[src/rtl/mac_seq_fp32.sv]
// Streaming FP32 dot-product sequencer: feeds operand pairs to an external combinational
// FMA with the running accumulator as addend, and returns one result per vector.
module mac_seq_fp32 #(
    parameter int N_SIG  = 23,
    parameter int N_EXP  = 8,
    parameter int N_DATA = N_EXP + N_SIG + 1,
    parameter int CNT_W  = 16
) (
    input  logic              clk,
    input  logic              rst_n,
    input  logic [2:0]        rnd,
    input  logic              flush,
    input  logic              s_valid,
    output logic              s_ready,
    input  logic [N_DATA-1:0] s_a,
    input  logic [N_DATA-1:0] s_b,
    input  logic              s_last,
    output logic [N_DATA-1:0] mac_a,
    output logic [N_DATA-1:0] mac_b,
    output logic [N_DATA-1:0] mac_c,
    output logic [2:0]        mac_rnd,
    input  logic [N_DATA-1:0] mac_z,
    input  logic [7:0]        mac_status,
    output logic              m_valid,
    input  logic              m_ready,
    output logic [N_DATA-1:0] m_result,
    output logic [7:0]        m_status,
    output logic [CNT_W-1:0]  m_count
);

    typedef enum logic {ST_ACC = 1'b0, ST_DONE = 1'b1} state_t;

    localparam logic [CNT_W-1:0] CNT_MAX = '1;

    state_t              state_q, state_d;
    logic [N_DATA-1:0]   acc_q, acc_d;
    logic [7:0]          stat_q, stat_d;
    logic [CNT_W-1:0]    cnt_q, cnt_d;
    logic                beat;

    // The accumulator is the addend of every product, so the MAC sees the running sum.
    assign mac_a   = s_a;
    assign mac_b   = s_b;
    assign mac_c   = acc_q;
    assign mac_rnd = rnd;

    assign s_ready  = (state_q == ST_ACC) && !flush;
    assign beat     = s_valid && s_ready;
    assign m_valid  = (state_q == ST_DONE);
    assign m_result = acc_q;
    assign m_status = stat_q;
    assign m_count  = cnt_q;

    always_comb begin
        state_d = state_q;
        acc_d   = acc_q;
        stat_d  = stat_q;
        cnt_d   = cnt_q;
        if (flush) begin
            state_d = ST_ACC;
            acc_d   = '0;
            stat_d  = '0;
            cnt_d   = '0;
        end else begin
            case (state_q)
                ST_ACC: begin
                    if (beat) begin
                        acc_d  = mac_z;
                        // Bit 0 (zero) describes only the latest sum; the rest are sticky.
                        stat_d = {stat_q[7:1] | mac_status[7:1], mac_status[0]};
                        cnt_d  = (cnt_q == CNT_MAX) ? cnt_q : cnt_q + CNT_W'(1);
                        if (s_last) begin
                            state_d = ST_DONE;
                        end
                    end
                end
                ST_DONE: begin
                    if (m_ready) begin
                        state_d = ST_ACC;
                        acc_d   = '0;
                        stat_d  = '0;
                        cnt_d   = '0;
                    end
                end
                default: state_d = ST_ACC;
            endcase
        end
    end

    always_ff @(posedge clk or negedge rst_n) begin
        if (!rst_n) begin
            state_q <= ST_ACC;
            acc_q   <= '0;
            stat_q  <= '0;
            cnt_q   <= '0;
        end else begin
            state_q <= state_d;
            acc_q   <= acc_d;
            stat_q  <= stat_d;
            cnt_q   <= cnt_d;
        end
    end

endmodule
[config.mk]
export PLATFORM = sky130hd
export DESIGN_NAME = mac_seq_fp32
export DESIGN_NICKNAME = d
export VERILOG_FILES = /design/src/rtl/mac_seq_fp32.sv
export SDC_FILE = /design/constraint.sdc
export NUM_CORES = 1
export LEC_CHECK = 0
export BUFFER_PORTS_ARGS = -buffer_cell sky130_fd_sc_hd__buf_2
export CAP_MARGIN = 20
export CORE_AREA = 2 2 106 108
export DETAILED_ROUTE_END_ITERATION = 12
export DIE_AREA = 0 0 108 110
export GPL_TIMING_DRIVEN = 0
export HOLD_SLACK_MARGIN = 0.08
export PLACE_DENSITY = 0.65
export SLEW_MARGIN = 20
export SYNTH_ARGS = -nofsm -noshare
export SYNTH_HDL_FRONTEND = slang
export SYNTH_SLANG_ARGS = --single-unit
[constraint.sdc]
create_clock -name clk -period 2.5 [get_ports clk]
set_input_delay 0 -clock clk [delete_from_list [all_inputs] [get_ports clk]]
set_output_delay 0 -clock clk [all_outputs]
set_load 0.02 [all_outputs]
==> results.md <==
Worst setup path:
- In this run the critical register-to-register path is launched from m_count[0].
- The cell at the slowest stage of the critical path is dfrtp_1.
- The biggest fanout along the worst timing path is 8.
- The maximum single-stage delay on the critical path is 0.43 ns.
- The worst register-to-register path has a depth of 5.
- The critical path in this run is classified as reg2reg.
- STA classifies the critical path startpoint as a flop.
- The count of buffer and inverter cells on the critical path is 0.
- The cell family with the largest share of critical-path delay is simple AND/OR/NAND/NOR gates.
- Counting buffers and inverters, the worst setup path is 5 cells deep.
- The critical path starts at m_count[0].
- The critical path goes through ha_1, nand4_1, nor3_4, a21oi_2, mux2_2.
- The end of the worst register-to-register path is m_count[0].
- The internal reg-to-reg setup slack is 0.49 ns.
- The most critical setup path has its endpoint at m_count[0].
- The required time at the endpoint of the critical path is 2.72 ns.
- At the worst endpoint, the arrival time is 2.23 ns.
- The capturing element type of the critical path is a flop.

Die:
- The starting density of the core is 0.303.
- The die boundary height is 110 um.
- 270 I/O pins were placed.
- Measured along the x axis, the die boundary spans 108 um.
- The site row count is 38.
- The standard cell core area is 10700 um^2.
- The die covers 11900 um^2.

Drt:
- The number of vias after detailed routing is 3274.
- The final layout contains routed wiring with a total length of 9570 um.
- The detailed-routing iteration count for the pre-antenna-repair pass is 4.
- The count of routing violations after the opening detailed-route iteration is 135.
- Dividing the detail-routed wire length by the instance count gives 13.2 um.
- In the routed design, unresolved DRC markers number 0.
- The detail route stage leaves a number of antenna-violating nets equal to 0.
- After detailed routing, the number of vias per cell comes to 4.53.

Clocking:
- Buffers added to address setup during post-CTS repair amount to 0.
- After clock tree synthesis, the repair step resized 0 gates.
- The clock reaches the later pin of the worst-skew pair after 0.34 ns.
- In this run the clock root is driven by a clkbuf_8.
- Buffers inserted to repair hold after CTS numbered 44.
- The CTS tree is yes.
- The TritonCTS sink count is 57.
- The number of clock buffers added by TritonCTS is 9.
- The clock transition at the register clock pins on the worst setup and hold paths after CTS is 0.06 ns.
- No sink is reached through more buffers than the 2 on the longest clock path.
- In this run the number of H-tree levels came out at 3.

Timing:
- The final worst slack is 0.490 ns.
- On the final layout, the worst clock skew is 0.00661 ns.
- For this run, the top clock speed supported by timing is 498 MHz.
- The final count of pins violating max slew is 0.
- The tightest hold margin is 0.126 ns.
- The minimum clock period is 2.01 ns.
- The final setup violation count is 0.
- After routing, the total negative slack on setup checks comes to 0 ns.
- The final count of hold timing violations came to 0.
- Setup repair after global routing left no endpoint under its margin.
- The measured slew at the worst slew-check pin is 0.728 ns.
- Measured against its own limit, the worst slew margin works out to 0.514.
- In the finished design, the share of the clock period the worst path needs comes to 0.804.

Layout:
- For this run, the post-layout net count is 692.
- The ratio of cells with drive above 1 in the final layout is 0.564.
- With fillers left out, the area of the finished cells amounts to 5040 um^2.
- The leading cell type in the layout, fill and taps excluded is buf_2.
- 0 antenna diodes ended up in the layout.
- The area growth from synthesis to layout is 55.4%.
- Leaving out fill and tap cells, the most frequent cells in the layout are 205 x buf_2, 100 x buf_4, 57 x dfrtp_1.
- The number of cells in the finished layout apart from fillers is 723.

Logic synthesis:
- The part of the Yosys area used for sequential elements is 0.439.
- The cell accounting for the most synthesized area is dfrtp_1.
- The total nets after synthesis is 436.
- For this run, the number of Yosys warnings is 0.
- The average cell area after synthesis is 10.1 um^2.
- The number of instances in the synthesized netlist is 322.
- In the synthesized netlist the dominant register cell turns out to be dfrtp_1.
- Counting flops with a built-in enable in the synthesized netlist gives 0.
- The register bit total from synthesis is 57.
- Yosys attributes the largest share of cell area to dfrtp_1 44%, buf_4 23%, a22o_1 9.7%.
- The count of cell types in the netlist is 46.
- The area share of the largest cell type after synthesis is 0.439.
- The post-synthesis instance area is 3250 um^2.
- After synthesis, the share of flip-flops with an asynchronous set or reset is 1.00.

GRT:
- The global-route congestion overflow total is 0.
- For this run, the total global-route usage over all layers was measured as 0.151.
- The number of global-route vias before repair is 3021.
- The number of antenna violations at the first check in global routing is 0.
- The first-pass GRT wire length is 14100 um.
- Entering global routing, the biggest net connects 58 pins.

Place:
- The total placed instance area is 4430 um^2.
- The number of placed instances, taps included, is 663.
- Prior to clock tree synthesis, the placed netlist has a worst setup slack of 0.502 ns.
- The count of buffers from port buffering is 201.
- The final estimated routing congestion in global placement is 0.816.
- The half-perimeter wire length of the detailed placement result is 6850 um.

Pwr:
- The maximum ir drop on the vdd rail is 237 uV.
- The power density over the cells is 499 nW/um^2.
- For this design the static power due to leakage is 2.84 nW.

Hold path:
- The path category of the worst min-delay check is in2reg.

Status:
- The flow ran to the end, and the final reports show no timing, DRC or antenna violations.

Job:
- The number of maximum-capacitance constraint violations is 0.
## per-layer routing
| metal | vias to the layer above | GRT usage | routed length [um] |
|---|---|---|---|
| li1 | 1567 | - | - |
| met1 | 1520 | 0.183 | 3760 |
| met2 | 171 | 0.256 | 4750 |
| met3 | 16 | 0.0306 | 817 |
| met4 | 0 | 0.0751 | 239 |
| met5 | - | 0 | 0 |
## worst min-delay path, delay by kind of cell
| kind | cells | cell delay, ns |
|---|---|---|
| compound gates | 1 | 0.16 |
| buf+inv | 2 | 0.21 |
| simple gates | 1 | 0.04 |
## sequential cells by signal (all words and copies together) (netlist names)
| register | count |
|---|---|
| m_result | 32 |
| m_status | 8 |
| m_valid | 1 |
| m_count | 16 |
## cells by family after synthesis
family / synth area share
AO/OA/AOI/OAI: 0.197
multiplexers: 0.00655
adder cells (fa/ha/maj): 0.00385
AND/OR/NAND/NOR: 0.0979
buffers and inverters: 0.255
flip-flops: 0.439
## through the flow
stage | total power, mW | util
floorplan | 1.47 | -
global placement | 1.70 | 0.414
detailed placement | 1.71 | 0.414
CTS | 2.55 | 0.471
global route | 2.65 | 0.471
finish | 2.52 | 0.471
## Yosys cell counts, types with 3 or more instances
| master | instances |
|---|---|
| a22o_1 | 36 |
| a31oi_1 | 3 |
| buf_4 | 99 |
| nand2_1 | 11 |
| nor4_1 | 4 |
| dfrtp_1 | 57 |
| and3_1 | 3 |
| nand4_1 | 3 |
| a21oi_1 | 17 |
| o31ai_1 | 3 |
| clkbuf_1 | 8 |
| buf_2 | 5 |
| inv_1 | 4 |
| nor2_1 | 20 |
| nand3_1 | 6 |
| o21ai_0 | 6 |
| nor3_1 | 4 |
## report_power, final
group	internal, mW	switching [mW]
combinational	0.333	0.381
clock	0.409	0.365
sequential	0.976	0.0534
## final cells by class
cell class	instances	area [um^2]
Fill cell	1010	5650
Buffer	114	813
Clock inverter	3	15.0
Clock buffer	13	159
Inverter	4	15.0
Sequential cell	57	1430
Tap cell	140	175
Multi-Input combinational cell	147	991
Timing Repair Buffer	245	1450
## how the worst min path moves through the flow
stage,depth (start not counted),endpoint,slack (ns),start
6_report,4,m_status[3],0.13,m_ready
5_1_grt,4,m_status[4],0.16,m_ready
4_1_cts,4,m_status[3],0.1,m_ready
3_5_place_dp,1,m_status[4],0.12,rst_n
3_3_place_gp,2,mac_a[11],0.22,s_a[11]
2_1_floorplan,0,m_count[0],-0.30,rst_n
(Power assumes the default switching activity.)
